### src/rtl/vga_pkg.sv
// VGA 800x600 timing constants and colour-bar table shared by the vga_timing
// slice. The colour-bar table is used only when VGA_TIMING_TEST_PATTERN_EN
// is defined.
package vga_pkg;

  // Horizontal timing, in pixel clocks
  localparam logic [10:0] HOR_PIXELS     = 11'd800;
  localparam logic [10:0] HOR_SYNC_START = 11'd840;
  localparam logic [10:0] HOR_SYNC_TIME  = 11'd128;
  localparam logic [10:0] HOR_TOTAL_TIME = 11'd1056;
  localparam logic [10:0] HCOUNT_MAX     = HOR_TOTAL_TIME - 11'd1;

  // Vertical timing, in lines
  localparam logic [10:0] VER_PIXELS     = 11'd600;
  localparam logic [10:0] VER_SYNC_START = 11'd601;
  localparam logic [10:0] VER_SYNC_TIME  = 11'd4;
  localparam logic [10:0] VER_TOTAL_TIME = 11'd628;
  localparam logic [10:0] VCOUNT_MAX     = VER_TOTAL_TIME - 11'd1;

  // Eight vertical colour bars, entry 0 on the left (packed: entry 7 first)
  localparam logic [7:0][11:0] BAR_TABLE = {
    12'h000, 12'h00F, 12'hF00, 12'hF0F,
    12'h0F0, 12'h0FF, 12'hFF0, 12'hFFF
  };

  function automatic logic [11:0] bar_colour(input logic [2:0] idx);
    return BAR_TABLE[idx];
  endfunction

endpackage

### src/rtl/vga_if.sv
// Pixel-timing bundle between vga_timing and the line-buffer output stage.
interface vga_if;
  logic [10:0] hcount;
  logic [10:0] vcount;
  logic        hsync;
  logic        vsync;
  logic        hblnk;
  logic        vblnk;
  logic [11:0] rgb;

  modport out  (output hcount, vcount, hsync, vsync, hblnk, vblnk, rgb);
  modport sink (input  hcount, vcount, hsync, vsync, hblnk, vblnk, rgb);
endinterface

### src/rtl/vga_test_pattern.sv
// Colour-bar generator. Compiled only with VGA_TIMING_TEST_PATTERN_EN;
// combinational, fed with next-state counts so the top registers it
// alongside the counters.
`ifdef VGA_TIMING_TEST_PATTERN_EN
module vga_test_pattern
  import vga_pkg::*;
(
  input  logic [2:0]  bar_idx,
  input  logic        blank,
  output logic [11:0] rgb
);

  // Pick the bar colour, black during any blanking interval
  always_comb begin
    rgb = 12'h000;
    if (blank) begin
      rgb = 12'h000;
    end else begin
      rgb = bar_colour(bar_idx);
    end
  end

endmodule
`endif

### src/rtl/vga_timing.sv
// VGA pixel timing generator: h/v counters, sync and blank decode, frame
// start pulse. All outputs are registered from the next-state counts so each
// field describes the same pixel. Optional colour bars under macro
// VGA_TIMING_TEST_PATTERN_EN; without it rgb is constant black.
// Geometry parameters default to the vga_pkg constants.
module vga_timing
  import vga_pkg::*;
#(
  parameter bit          SYNC_ACTIVE_HIGH = 1'b1,
  parameter logic [10:0] H_PIXELS         = HOR_PIXELS,
  parameter logic [10:0] H_SYNC_START     = HOR_SYNC_START,
  parameter logic [10:0] H_SYNC_TIME      = HOR_SYNC_TIME,
  parameter logic [10:0] H_TOTAL          = HOR_TOTAL_TIME,
  parameter logic [10:0] V_PIXELS         = VER_PIXELS,
  parameter logic [10:0] V_SYNC_START     = VER_SYNC_START,
  parameter logic [10:0] V_SYNC_TIME      = VER_SYNC_TIME,
  parameter logic [10:0] V_TOTAL          = VER_TOTAL_TIME
)(
  input  logic clk,
  input  logic rst_n,
  input  logic en,
  vga_if.out   out,
  output logic frame_start
);

  localparam logic        SYNC_ON    = SYNC_ACTIVE_HIGH ? 1'b1 : 1'b0;
  localparam logic        SYNC_OFF   = ~SYNC_ON;
  localparam logic [10:0] H_MAX      = H_TOTAL - 11'd1;
  localparam logic [10:0] V_MAX      = V_TOTAL - 11'd1;
  localparam logic [10:0] H_SYNC_END = H_SYNC_START + H_SYNC_TIME;
  localparam logic [10:0] V_SYNC_END = V_SYNC_START + V_SYNC_TIME;

  logic [10:0] hcount_r, vcount_r;
  logic        hsync_r, vsync_r, hblnk_r, vblnk_r, frame_start_r;
  logic [11:0] rgb_r;

  logic [10:0] hcount_nxt_s, vcount_nxt_s;
  logic        h_wrap_s;
  logic        hsync_nxt_s, vsync_nxt_s, hblnk_nxt_s, vblnk_nxt_s, frame_nxt_s;
  logic [11:0] rgb_nxt_s;

  // Next pixel position; >= keeps any out-of-range count from escaping
  always_comb begin
    h_wrap_s     = (hcount_r >= H_MAX);
    hcount_nxt_s = hcount_r + 11'd1;
    vcount_nxt_s = vcount_r;
    if (h_wrap_s) begin
      hcount_nxt_s = 11'd0;
      if (vcount_r >= V_MAX) begin
        vcount_nxt_s = 11'd0;
      end else begin
        vcount_nxt_s = vcount_r + 11'd1;
      end
    end else begin
      vcount_nxt_s = vcount_r;
    end
  end

  // Sync, blank and frame-start decode of the next pixel
  always_comb begin
    hblnk_nxt_s = (hcount_nxt_s >= H_PIXELS);
    vblnk_nxt_s = (vcount_nxt_s >= V_PIXELS);
    hsync_nxt_s = SYNC_OFF;
    vsync_nxt_s = SYNC_OFF;
    if ((hcount_nxt_s >= H_SYNC_START) && (hcount_nxt_s < H_SYNC_END)) begin
      hsync_nxt_s = SYNC_ON;
    end else begin
      hsync_nxt_s = SYNC_OFF;
    end
    if ((vcount_nxt_s >= V_SYNC_START) && (vcount_nxt_s < V_SYNC_END)) begin
      vsync_nxt_s = SYNC_ON;
    end else begin
      vsync_nxt_s = SYNC_OFF;
    end
    frame_nxt_s = (hcount_nxt_s == 11'd0) && (vcount_nxt_s == 11'd0);
  end

`ifdef VGA_TIMING_TEST_PATTERN_EN
  vga_test_pattern u_pattern (
    .bar_idx (hcount_nxt_s[9:7]),
    .blank   (hblnk_nxt_s | vblnk_nxt_s),
    .rgb     (rgb_nxt_s)
  );
`else
  assign rgb_nxt_s = 12'h000;
`endif

  // Output registers: advance on enabled cycles, hold otherwise
  always_ff @(posedge clk or negedge rst_n) begin
    if (!rst_n) begin
      hcount_r      <= 11'd0;
      vcount_r      <= 11'd0;
      hsync_r       <= SYNC_OFF;
      vsync_r       <= SYNC_OFF;
      hblnk_r       <= 1'b0;
      vblnk_r       <= 1'b0;
      rgb_r         <= 12'h000;
      frame_start_r <= 1'b0;
    end else if (en) begin
      hcount_r      <= hcount_nxt_s;
      vcount_r      <= vcount_nxt_s;
      hsync_r       <= hsync_nxt_s;
      vsync_r       <= vsync_nxt_s;
      hblnk_r       <= hblnk_nxt_s;
      vblnk_r       <= vblnk_nxt_s;
      rgb_r         <= rgb_nxt_s;
      frame_start_r <= frame_nxt_s;
    end else begin
      frame_start_r <= 1'b0;
    end
  end

  assign out.hcount  = hcount_r;
  assign out.vcount  = vcount_r;
  assign out.hsync   = hsync_r;
  assign out.vsync   = vsync_r;
  assign out.hblnk   = hblnk_r;
  assign out.vblnk   = vblnk_r;
  assign out.rgb     = rgb_r;
  assign frame_start = frame_start_r;

endmodule

### src/flat_wrapper.sv
// flat-port wrapper written by rule: the top's interface ports become plain ports
module vga_timing_flat import vga_pkg::*;
#(
  parameter bit          SYNC_ACTIVE_HIGH = 1'b1,
  parameter logic [10:0] H_PIXELS         = HOR_PIXELS,
  parameter logic [10:0] H_SYNC_START     = HOR_SYNC_START,
  parameter logic [10:0] H_SYNC_TIME      = HOR_SYNC_TIME,
  parameter logic [10:0] H_TOTAL          = HOR_TOTAL_TIME,
  parameter logic [10:0] V_PIXELS         = VER_PIXELS,
  parameter logic [10:0] V_SYNC_START     = VER_SYNC_START,
  parameter logic [10:0] V_SYNC_TIME      = VER_SYNC_TIME,
  parameter logic [10:0] V_TOTAL          = VER_TOTAL_TIME
)
  (clk, rst_n, en, frame_start, out_hcount, out_vcount, out_hsync, out_vsync, out_hblnk, out_vblnk, out_rgb);
  vga_if out_i ();
  input  logic clk;
  input  logic rst_n;
  input  logic en;
  output logic frame_start;
  output wire logic [$bits(out_i.hcount)-1:0] out_hcount;
  output wire logic [$bits(out_i.vcount)-1:0] out_vcount;
  output wire logic [$bits(out_i.hsync)-1:0] out_hsync;
  output wire logic [$bits(out_i.vsync)-1:0] out_vsync;
  output wire logic [$bits(out_i.hblnk)-1:0] out_hblnk;
  output wire logic [$bits(out_i.vblnk)-1:0] out_vblnk;
  output wire logic [$bits(out_i.rgb)-1:0] out_rgb;
  assign out_hcount = out_i.hcount;
  assign out_vcount = out_i.vcount;
  assign out_hsync = out_i.hsync;
  assign out_vsync = out_i.vsync;
  assign out_hblnk = out_i.hblnk;
  assign out_vblnk = out_i.vblnk;
  assign out_rgb = out_i.rgb;
  vga_timing #(.SYNC_ACTIVE_HIGH(SYNC_ACTIVE_HIGH), .H_PIXELS(H_PIXELS), .H_SYNC_START(H_SYNC_START), .H_SYNC_TIME(H_SYNC_TIME), .H_TOTAL(H_TOTAL), .V_PIXELS(V_PIXELS), .V_SYNC_START(V_SYNC_START), .V_SYNC_TIME(V_SYNC_TIME), .V_TOTAL(V_TOTAL)) u_core (.clk(clk), .rst_n(rst_n), .en(en), .out(out_i), .frame_start(frame_start));
endmodule
### config.mk
export PLATFORM = sky130hd
export DESIGN_NAME = vga_timing_flat
export DESIGN_NICKNAME = d
export VERILOG_FILES = /design/src/rtl/vga_pkg.sv /design/src/rtl/vga_if.sv /design/src/rtl/vga_test_pattern.sv /design/src/rtl/vga_timing.sv /design/src/flat_wrapper.sv
export SDC_FILE = /design/constraint.sdc
export NUM_CORES = 1
export LEC_CHECK = 0
export ABC_CLOCK_PERIOD_IN_PS = 4400
export CORE_ASPECT_RATIO = 0.75
export CORE_MARGIN = 1
export CORE_UTILIZATION = 56
export CTS_BUF_LIST = sky130_fd_sc_hd__clkbuf_16
export DETAILED_ROUTE_END_ITERATION = 8
export PLACE_DENSITY_LB_ADDON = 0.1
export SLEW_MARGIN = 20
export SYNTH_ARGS = -nofsm -noshare
export SYNTH_HDL_FRONTEND = slang
export SYNTH_SLANG_ARGS = --single-unit
### constraint.sdc
create_clock -name clk -period 4.4 [get_ports clk]
set_clock_uncertainty 0.15 [all_clocks]
set_input_delay 0.88 -clock clk [delete_from_list [all_inputs] [get_ports clk]]
set_output_delay 0.88 -clock clk [all_outputs]
set_load 0.05 [all_outputs]
Word-level counts from Yosys, hierarchy flattened

Index checks and enable logic that the tools add are counted.

Flip-flop bits (word level): 27
Bits of input ports: 3
Output and inout bits: 39
Word-level logic and storage cells: 28

Add/subtract/negate cells: 2
Magnitude comparators: 8
Muxes and demuxes: 6
Reductions and logical operators: 5

Operators with widths:

| operator                                                                               | number |
|---|---|
| 11-bit by 10-bit greater-or-equal comparator with 1-bit output (second input constant) | 5 |
| 11-bit two-way mux                                                                     | 3 |
| 11-bit by 1-bit adder with 11-bit output (second input constant)                       | 2 |
| 11-bit logical NOT                                                                     | 2 |
| 11-bit by 10-bit less-than comparator with 1-bit output (second input constant)        | 2 |
| 11-bit greater-or-equal comparator (second input constant)                             | 1 |
| 1-bit logical AND                                                                      | 3 |
| 1-bit two-way mux                                                                      | 3 |

Logic depth before layout (Yosys ltp)

Gate-level depths: netlist of the first run.

Word-level depth: 6
Depth in mapped cells: 9

Worst setup path before layout of the first run

Ideal clock, no wire load.

Kind: flip-flop to flip-flop
Start point: register u_core.vcount_r[0] (netlist: u_core.out.vcount[0])
End point: register u_core.vsync_r (netlist: u_core.out.vsync)
Data arrival time: 2.349 ns
Data required time: 4.111 ns
Path slack: 1.762 ns
Cell stages (with the launch flop): 9
Buffers on the path: 0
Cell sequence: dfrtp_1 -> ha_1 -> nand3_2 -> mux2i_1 -> a2111oi_2 -> a211oi_2 -> o311ai_1 -> a21o_1 -> o32ai_2

Word-level cells in the longest chain between the ends: 6
Elaborated cells on any way between the ends: 8
Those cells by class: add/sub (1); order compare (3); mux (3); reduce/logical (1)

RTL lines:

| item                                                                                                                                      | line                               | text |
|---|---|---|
| from (decl)                                                                                                                               | vga_timing.sv:33                   | `logic [10:0] hcount_r, vcount_r;` |
| from (signal assigned)                                                                                                                    | vga_timing.sv:101                  | `vcount_r <= vcount_nxt_s;` |
| 11-bit by 1-bit adder with 11-bit output or 11-bit by 10-bit greater-or-equal comparator with 1-bit output (tied branches)                | vga_timing.sv:52, vga_timing.sv:49 |  |
| 11-bit two-way mux                                                                                                                        | vga_timing.sv:49                   | `if (vcount_r >= V_MAX) begin` |
| 11-bit two-way mux (*)                                                                                                                    | vga_timing.sv:47                   | `if (h_wrap_s) begin` |
| 11-bit by 10-bit greater-or-equal comparator with 1-bit output or 11-bit by 10-bit less-than comparator with 1-bit output (tied branches) | vga_timing.sv:70                   | `if ((vcount_nxt_s >= V_SYNC_START) && (vcount_nxt_s < V_SYNC_END)) begin` |
| 1-bit logical AND (*)                                                                                                                     | vga_timing.sv:70                   |  |
| 1-bit two-way mux (*)                                                                                                                     | vga_timing.sv:70                   |  |
| to (signal assigned)                                                                                                                      | vga_timing.sv:103                  | `vsync_r <= vsync_nxt_s;` |
| to (decl)                                                                                                                                 | vga_timing.sv:34                   | `logic hsync_r, vsync_r, hblnk_r, vblnk_r, frame_start_r;` |

Every way passes the cells marked *; elsewhere a longest branch is shown, timed or not.
A chain may end at the register's enable or synchronous reset.

Worst setup path in the final report of the first run

Same ends and word-level chain as after synthesis.

==> flow_summary.ini, run 1 <==
[setup_path]
worstPathArrival_ns = 2.99
worst-setup-path-type = flop to flop
path_max_fanout = 11
crit_required_ns = 4.42
crit_path_cell_trace = ha_1, a211oi_1, a221oi_2, a2111oi_2, a211oi_2, o311ai_1, a21o_1, o32ai_2
crit_path_start_kind = flop
cpPeakStageDelay_ns = 0.83
end_kind = flop
worst_path_max_delay_cell = a221oi_2

[global_routing]
overflow = 0
grt_max_degree = 28
gr-usage-met2 = 0.360
use_met1 = 0.410
grt.total_usage = 0.261
top_usage_layer = met1
antenna_found_initial = 0
grt_pass1_vias = 1536
grt_pass1_wl_um = 7760
grt_use_met3 = 0.0608

[synthesis]
yosysSeqAreaShare = 0.328
synth_edf_count = 0
synth_compound_area_frac = 0.241
synth_fa_ha_area_frac = 0.0122
synthSimpleGateAreaFrac = 0.245
synth_warnings = 0
synth-seq-cells = 27
ys_types = 58
synthesis.instances = 247
synth_top_family_by_area = simple AND/OR/NAND/NOR gates
synthMuxAreaShare = 0.0261
ys_async_sr_fraction = 1.00
syn_area_um2 = 2060
synthXorXnorAreaFrac = 0.0468
avgSynthCellArea_um2 = 8.34
synthFlopType = dfrtp_1

[sta]
layout_min_cycle_time_ns = 2.97
worst_pin_slew_ns = 0.931
fmax_mhz = 336
maxSlewViolCount = 0
slew_headroom = 0.380
setup_viol = 0
rsz0062_at_grt = no
fin_setup_tns_ns = 0
fin_crit_sh = 0.675
finalHoldViolCount = 0

[final_layout]
n_antenna_cell = 0
layout_common_cells = 29 x clkdlybuf4s50_1, 27 x dfrtp_1, 26 x o21ai_0, 24 x nor2_1, 21 x nand2_1
area_growth_pct = 14.7
nets = 270
final_layout_size_suffix_gt1_frac = 0.0833
layout_commonest_cell = clkdlybuf4s50_1
nFillCells = 274
stdcell_count = 314

[power_and_ir_drop]
p_switching_mw = 0.530
power_leakage_nw = 0.903
p_int_mw = 0.582
p_clk_frac = 0.185
seq_power_share = 0.339
vdd_drop_max_uv = 261
power.total_mw = 1.11
combPwrFrac = 0.476
p_per_area_nw_per_um2 = 471
swShare = 0.477

[die]
core.rowCount = 18
die_h_um = 54.5
die_w_um = 72.0
io_pins = 42
start_util = 0.606
core_um2 = 3400
die_area_um2 = 3930

[cts]
clkLatencyLatePin_ns = 0.26
postCtsSetupBuffers = 0
cts_resized = 0
path_clk_slew_ns = 0.07
numCtsBuffers = 3
cts-root-buf = clkbuf_16
clkSinkCount = 27
ctsHoldBuffers = 0
cts_tree = done
htreeDepth = 1
clockBufferDepth = 2

[run_status]
run_status = completed

[detailed_routing]
dr_total_vias = 1903
avgRoutedWirePerCell_um = 15.4
antenna_left = 0
dr.first_iter.drc_count = 245
drc_errors = 0
via_per_inst = 6.06
firstDrtPassIters = 5
drt_wl_total_um = 4830

[placement]
place.gp.congestion = 0.883
portBuffers = 29
placed_cells = 310
hpwl_um = 3480

[min_path]
hold_class = flop to flop

[flow_run]
maxCapViolCount = 0
[worst max-delay path, delay by kind of cell (launching register included)]
| family | cells | cell delay, ns |
|---|---|---|
| flops | 1 | 0.48 |
| compound gates | 7 | 1.97 |
| fa+ha+maj | 1 | 0.27 |
[area by class of cell]
type	count	area, µm²	share of cell area
Inverter	5	18.8	0.00794
Clock inverter	1	3.75	0.00159
Clock buffer	3	75.1	0.0318
Timing Repair Buffer	31	305	0.129
Sequential cell	27	676	0.286
Multi-Input combinational cell	197	1220	0.517
Tap cell	50	62.6	0.0265
[metal layers]
metal | part of all wire | vias to the layer above
li1 | - | 914
met1 | 0.49 | 876
met2 | 0.42 | 109
met3 | 0.086 | 4
met4 | 0.0052 | 0
met5 | 0 | -
[power by group through the flow]
stage | logic (mW) | registers [mW] | clock network [mW]
CTS | 0.527 | 0.372 | 0.208
detailed placement | 0.524 | 0.376 | 0
global route | 0.565 | 0.384 | 0.216
global placement | 0.520 | 0.374 | 0
floorplan | 0.293 | 0.471 | 0
finish | 0.529 | 0.377 | 0.205
[per-stage QoR]
stage	area, µm²	utilization	setup slack (ns)	hold WS [ns]
after CTS	2360	0.695	1.48	0.399
after global routing	2360	0.695	1.19	0.406
after floorplan	2100	-	1.76	0.434
after detailed placement	2280	0.671	1.45	0.364
after global placement	2280	0.671	1.48	0.355
final	2360	0.695	1.43	0.392
[registers in the layout, indices dropped and copies added (netlist names)]
register and cells:
u_core.out.hsync 1, u_core.frame_start 1, u_core.out.vcount 11, u_core.out.hcount 11, u_core.out.vblnk 1, u_core.out.vsync 1
u_core.out.hblnk 1
[synth_stat cells (2+ instances only)]
master | n | area [µm²]
a21oi_1 | 14 | 70.1
a221oi_1 | 2 | 17.5
a31o_2 | 2 | 17.5
a31oi_1 | 2 | 12.5
and2_1 | 3 | 18.8
and3_1 | 7 | 43.8
buf_2 | 10 | 50.1
buf_4 | 13 | 97.6
buf_6 | 2 | 22.5
clkbuf_1 | 4 | 15.0
dfrtp_1 | 27 | 676
ha_1 | 2 | 25.0
inv_1 | 5 | 18.8
mux2_2 | 3 | 33.8
mux2i_1 | 2 | 20.0
nand2_1 | 21 | 78.8
nand3_1 | 14 | 70.1
nand4_1 | 5 | 31.3
nor2_1 | 24 | 90.1
nor2b_1 | 2 | 12.5
nor3_1 | 6 | 30.0
o21ai_0 | 26 | 130
o31ai_1 | 5 | 37.5
o41ai_1 | 2 | 17.5
or3_1 | 2 | 12.5
xnor2_1 | 8 | 70.1
xor2_1 | 3 | 26.3
[cell families (layout without fill, tap and decap cells)]
family          count (synthesis)  after routing
flops                          27             27
other cells                     1             12
xor+xnor                       11             11
compound gates                 72             72
simple gates                   95             95
mux                             5              5
fa+ha+maj                       2              2
buf+inv                        34             40
[path summary, 6_finish.rpt]
| check | cells past startpoint | slack [ns] | to | start |
|---|---|---|---|---|
| worst max-delay path | 8 | 1.43 | u_core.out.vsync | u_core.out.vcount[0] |
| worst min-delay path | 2 | 0.39 | u_core.out.vblnk | u_core.out.vblnk |
| worst max register to register | 8 | 1.43 | u_core.out.vsync | u_core.out.vcount[0] |
| worst min register to register | 2 | 0.39 | u_core.out.vblnk | u_core.out.vblnk |
| max in group asynchronous | 2 | 3.00 | u_core.out.hcount[1] | rst_n |
| min in group asynchronous | 2 | 0.84 | u_core.out.hcount[7] | rst_n |
Note: power is estimated with default switching activity, not from simulation.
==> run 2, diff against run 1 <==
--- a/config.mk
+++ b/config.mk
@@ -5,10 +5,10 @@
 export SDC_FILE = /design/constraint.sdc
 export NUM_CORES = 1
 export LEC_CHECK = 0
-export ABC_CLOCK_PERIOD_IN_PS = 4400
+export ABC_CLOCK_PERIOD_IN_PS = 2700
 export CORE_ASPECT_RATIO = 0.75
 export CORE_MARGIN = 1
-export CORE_UTILIZATION = 56
+export CORE_UTILIZATION = 47
 export CTS_BUF_LIST = sky130_fd_sc_hd__clkbuf_16
 export DETAILED_ROUTE_END_ITERATION = 8
 export PLACE_DENSITY_LB_ADDON = 0.1
==> constraint.sdc (replaced) <==
create_clock -name clk -period 2.7 [get_ports clk]
set_clock_uncertainty 0.15 [all_clocks]
set_input_delay 0.54 -clock clk [delete_from_list [all_inputs] [get_ports clk]]
set_output_delay 0.54 -clock clk [all_outputs]
set_load 0.05 [all_outputs]
==> flow_summary.ini, run 2 (synthesis results as in run 1) <==
[placement]
place.gp.congestion = 0.901
portBuffers = 29
hpwl_um = 3790
placed_area_um2 = 2400

[setup_path]
crit_required_ns = 2.69
cpPeakStageDelay_ns = 0.45
worst-setup-path-type = flop to flop
path_max_fanout = 7
crit_buf_inv = 1
crit_path_start_kind = flop
cp_top_family = compound AO/OA/AOI/OAI gates
crit_path_cell_trace = ha_1, a211oi_2, a221oi_2, buf_4, nor3_4, a221oi_1, nor2_1, nand4_1, o32ai_2
worstPathArrival_ns = 2.52
end_kind = flop
worst_path_max_delay_cell = dfrtp_1

[detailed_routing]
dr.first_iter.drc_count = 244
avgRoutedWirePerCell_um = 15.5
dr_total_vias = 1910
via_per_inst = 5.63
drt_wl_total_um = 5250
antenna_left = 0
firstDrtPassIters = 4
drc_errors = 0

[sta]
rsz0062_at_grt = no
fmax_mhz = 395
fin_crit_sh = 0.938
slew_headroom = 0.661
layout_min_cycle_time_ns = 2.53
worst_pin_slew_ns = 0.506
finalHoldViolCount = 0
fin_setup_tns_ns = 0
maxSlewViolCount = 0
setup_viol = 0

[die]
core_um2 = 4130
die_w_um = 78.4
die_h_um = 59.3
core.rowCount = 20
start_util = 0.499
io_pins = 42
die_area_um2 = 4650

[global_routing]
grt.total_usage = 0.234
overflow = 0
antenna_found_initial = 0
grt_pass1_wl_um = 8250
grt_pass1_vias = 1668
grt_max_degree = 28

[final_layout]
final_layout_size_suffix_gt1_frac = 0.155
area_growth_pct = 22.6
layout_commonest_cell = clkdlybuf4s50_1
layout_common_cells = 29 x clkdlybuf4s50_1, 27 x dfrtp_1, 26 x o21ai_0, 24 x nor2_1, 22 x buf_4
final_cell_area_um2 = 2520
n_antenna_cell = 0
nets = 290

[cts]
clkSinkCount = 27
clkLatencyLatePin_ns = 0.26
cts_tree = done
cts-root-buf = clkbuf_16
ctsHoldBuffers = 0
clockBufferDepth = 2
htreeDepth = 1
numCtsBuffers = 3
path_clk_slew_ns = 0.06

[flow_run]
maxCapViolCount = 0

[min_path]
hold_class = flop to flop

[power_and_ir_drop]
p_per_area_nw_per_um2 = 760
power_leakage_nw = 1.00
vdd_drop_max_uv = 442

[run_status]
run_status = completed
==> run 2: worst reg2reg max path: cells and delay by family, from the launching register on <==
family	cells	cell delay, ns
flops	1	0.45
fa+ha+maj	1	0.28
simple gates	3	0.30
buf+inv	1	0.23
compound gates	4	1.00
==> run 2: final cells by class <==
class	instances	area (µm²)
clock inverters	1	5.00
repair buffers	51	455
clock buffers	3	75.1
well taps	55	68.8
inverters	5	18.8
fillers	383	1600
multi-input cells	197	1230
flip-flops and latches	27	676
==> run 2: repair_timing <==
action | 4_1_cts | 5_1_grt
endpoints found under the setup margin | 0 | 2
setup buffers | 0 | 5
resized for setup | 0 | 1
==> run 2: metal layers <==
metal,GRT usage,wire (µm),up-vias,share of wire
li1,-,-,951,-
met1,0.372,2760,876,0.53
met2,0.327,2090,79,0.40
met3,0.0415,351,4,0.067
met4,0.0423,40,0,0.0076
met5,0,0,-,0
==> run 2: path summary, 6_finish.rpt <==
path	from	to	slack [ns]	cells past startpoint
max in group asynchronous	rst_n	u_core.out.vcount[9]	1.63	2
setup reg to reg	u_core.out.vcount[1]	u_core.out.vsync	0.17	9
setup / recovery	u_core.out.vcount[1]	u_core.out.vsync	0.17	9
hold reg to reg	u_core.out.hblnk	u_core.out.hblnk	0.36	1
min in group asynchronous	rst_n	u_core.out.hsync	0.51	2
hold / removal	u_core.out.hblnk	u_core.out.hblnk	0.36	1
==> run 2: report_power, final <==
group          total (mW)  switching, mW  internal [mW]
combinational        1.01          0.642          0.372
sequential          0.567         0.0997          0.467
clock               0.339          0.139          0.200
total                1.92          0.880           1.04
==> run 2: stage by stage <==
step | power [mW] | utilization | hold slack (ns) | setup slack, ns | cells
after global routing | 2.03 | 0.612 | 0.370 | 0.00518 | 339
after global placement | 1.53 | 0.582 | 0.342 | 0.235 | 330
after floorplan | 1.25 | - | 0.0944 | 0.0619 | 258
final | 1.92 | 0.612 | 0.358 | 0.168 | 339
after detailed placement | 1.53 | 0.582 | 0.341 | 0.166 | 330
after CTS | 1.88 | 0.601 | 0.362 | 0.140 | 334
==> run 3, diff against run 2 <==
--- a/config.mk
+++ b/config.mk
@@ -6,12 +6,14 @@
 export NUM_CORES = 1
 export LEC_CHECK = 0
 export ABC_CLOCK_PERIOD_IN_PS = 2700
+export CAP_MARGIN = 20
 export CORE_ASPECT_RATIO = 0.75
 export CORE_MARGIN = 1
 export CORE_UTILIZATION = 47
 export CTS_BUF_LIST = sky130_fd_sc_hd__clkbuf_16
 export DETAILED_ROUTE_END_ITERATION = 8
 export PLACE_DENSITY_LB_ADDON = 0.1
+export SETUP_SLACK_MARGIN = 0.2
 export SLEW_MARGIN = 20
 export SYNTH_ARGS = -nofsm -noshare
 export SYNTH_HDL_FRONTEND = slang
==> flow_summary.ini, run 3 (synthesis results as in run 1) <==
[die]
die_h_um = 59.3
io_pins = 42
core.rowCount = 20
die_w_um = 78.4
start_util = 0.499
die_area_um2 = 4650
core_um2 = 4130

[global_routing]
grt_use_met3 = 0.0508
top_usage_layer = met1
grt_pass1_wl_um = 8720
overflow = 0
use_met1 = 0.406
grt.total_usage = 0.244
antenna_found_initial = 0
grt_pass1_vias = 1673
gr-usage-met2 = 0.307
grt_max_degree = 28

[placement]
place.gp.congestion = 0.983
portBuffers = 29
hpwl_um = 3910
placed_cells = 329
dpl_worst_slack_ns = 0.142

[final_layout]
layout_common_cells = 29 x clkdlybuf4s50_1, 24 x nor2_1, 24 x o21ai_0, 24 x buf_4
n_antenna_cell = 0
final_layout_size_suffix_gt1_frac = 0.220
nets = 292
area_growth_pct = 27.8
stdcell_count = 341
layout_commonest_cell = clkdlybuf4s50_1

[setup_path]
end_kind = flop
worst-setup-path-type = flop to flop
crit_path_start_kind = flop
worstPathArrival_ns = 2.45
crit_path_cell_trace = ha_4, a211oi_2, a221oi_2, buf_4, nor3_4, a221oi_2, nor2_1, nand4_1, o32ai_2
crit_required_ns = 2.73
cpPeakStageDelay_ns = 0.47
path_max_fanout = 8
worst_path_max_delay_cell = dfrtp_2
cpMostUsedCell = a221oi_2

[cts]
ctsHoldBuffers = 0
clkSinkCount = 27
clockBufferDepth = 2
numCtsBuffers = 3
path_clk_slew_ns = 0.07
htreeDepth = 1
cts-root-buf = clkbuf_16
cts_tree = done
clkLatencyLatePin_ns = 0.27

[sta]
fmax_mhz = 413
fin_setup_tns_ns = 0
fin_crit_sh = 0.897
slew_headroom = 0.665
worst_slack_ns = 0.279
maxSlewViolCount = 0
rsz0062_at_grt = no
finalHoldViolCount = 0
worst_pin_slew_ns = 0.501
setup_viol = 0
layout_min_cycle_time_ns = 2.42

[detailed_routing]
firstDrtPassIters = 4
drt_wl_total_um = 5610
drc_errors = 0
dr_total_vias = 2016
avgRoutedWirePerCell_um = 16.5
dr.first_iter.drc_count = 275
via_per_inst = 5.91
antenna_left = 0

[power_and_ir_drop]
vdd_drop_max_uv = 377
power_leakage_nw = 1.01
p_per_area_nw_per_um2 = 762

[run_status]
run_status = completed

[min_path]
hold_class = flop to flop

[flow_run]
maxCapViolCount = 0
## run 3: changes by cell type in the layout (fill, tap and decap cells not counted), sizes merged
| cell | previous run | this run |
|---|---|---|
| buf | 22 | 24 |
| clkinv | 1 | 0 |
| inv | 5 | 6 |
## run 3: repair_timing
item | 4_1_cts | 5_1_grt
gates resized for setup | 1 | 19
hold endpoints to repair | 0 | 0
pin swaps | 0 | 5
setup buffers | 0 | 8
endpoints found under the setup margin | 2 | 3
cloned | 0 | 0
## run 3: per-stage QoR
| step | hold slack [ns] | total power, mW | util | area, µm² |
|---|---|---|---|---|
| floorplan | 0.0944 | 1.25 | - | 2110 |
| global placement | 0.342 | 1.54 | 0.581 | 2400 |
| detailed placement | 0.345 | 1.54 | 0.581 | 2400 |
| CTS | 0.369 | 1.90 | 0.602 | 2480 |
| global route | 0.386 | 2.12 | 0.638 | 2630 |
| finish | 0.366 | 2.01 | 0.638 | 2630 |
## run 3: worst max-delay path: cells and delay by family, from the launching register on
family / cells / cell delay [ns]
AOI/OAI and AO/OA: 4 / 0.76
and+or+nand+nor: 3 / 0.53
DFF: 1 / 0.47
adders and majority gates: 1 / 0.20
buffers and inverters: 1 / 0.20
## run 3: final cells by class
type | instances | area (µm²)
clock buffer | 3 | 75.1
clock inverter | 1 | 3.75
fill | 369 | 1500
inverter | 5 | 18.8
multi-input combinational | 197 | 1310
sequential | 27 | 684
tap | 55 | 68.8
timing repair buffer | 53 | 470
## run 3: path summary, 6_finish.rpt
check / start / end / slack (ns) / cells after the start
worst min-delay path: u_core.out.hblnk / u_core.out.hblnk / 0.37 / 1
max in group asynchronous: rst_n / u_core.out.vcount[1] / 1.62 / 2
worst max-delay path: u_core.out.vcount[0] / u_core.out.vsync / 0.28 / 9
worst max register to register: u_core.out.vcount[0] / u_core.out.vsync / 0.28 / 9
min in group asynchronous: rst_n / u_core.out.hcount[5] / 0.50 / 2
worst min register to register: u_core.out.hblnk / u_core.out.hblnk / 0.37 / 1
## run 3: power by group
group | switching, mW | internal (mW) | total [mW]
registers | 0.0931 | 0.471 | 0.564
logic | 0.690 | 0.403 | 1.09
clock network | 0.151 | 0.199 | 0.350
## run 3: layer usage
metal / wire length, µm / vias to the layer above / part of all wire
li1: - / 958 / -
met4: 62 / 0 / 0.011
met1: 2780 / 945 / 0.50
met2: 2280 / 107 / 0.41
met3: 488 / 6 / 0.087
met5: 0 / - / 0
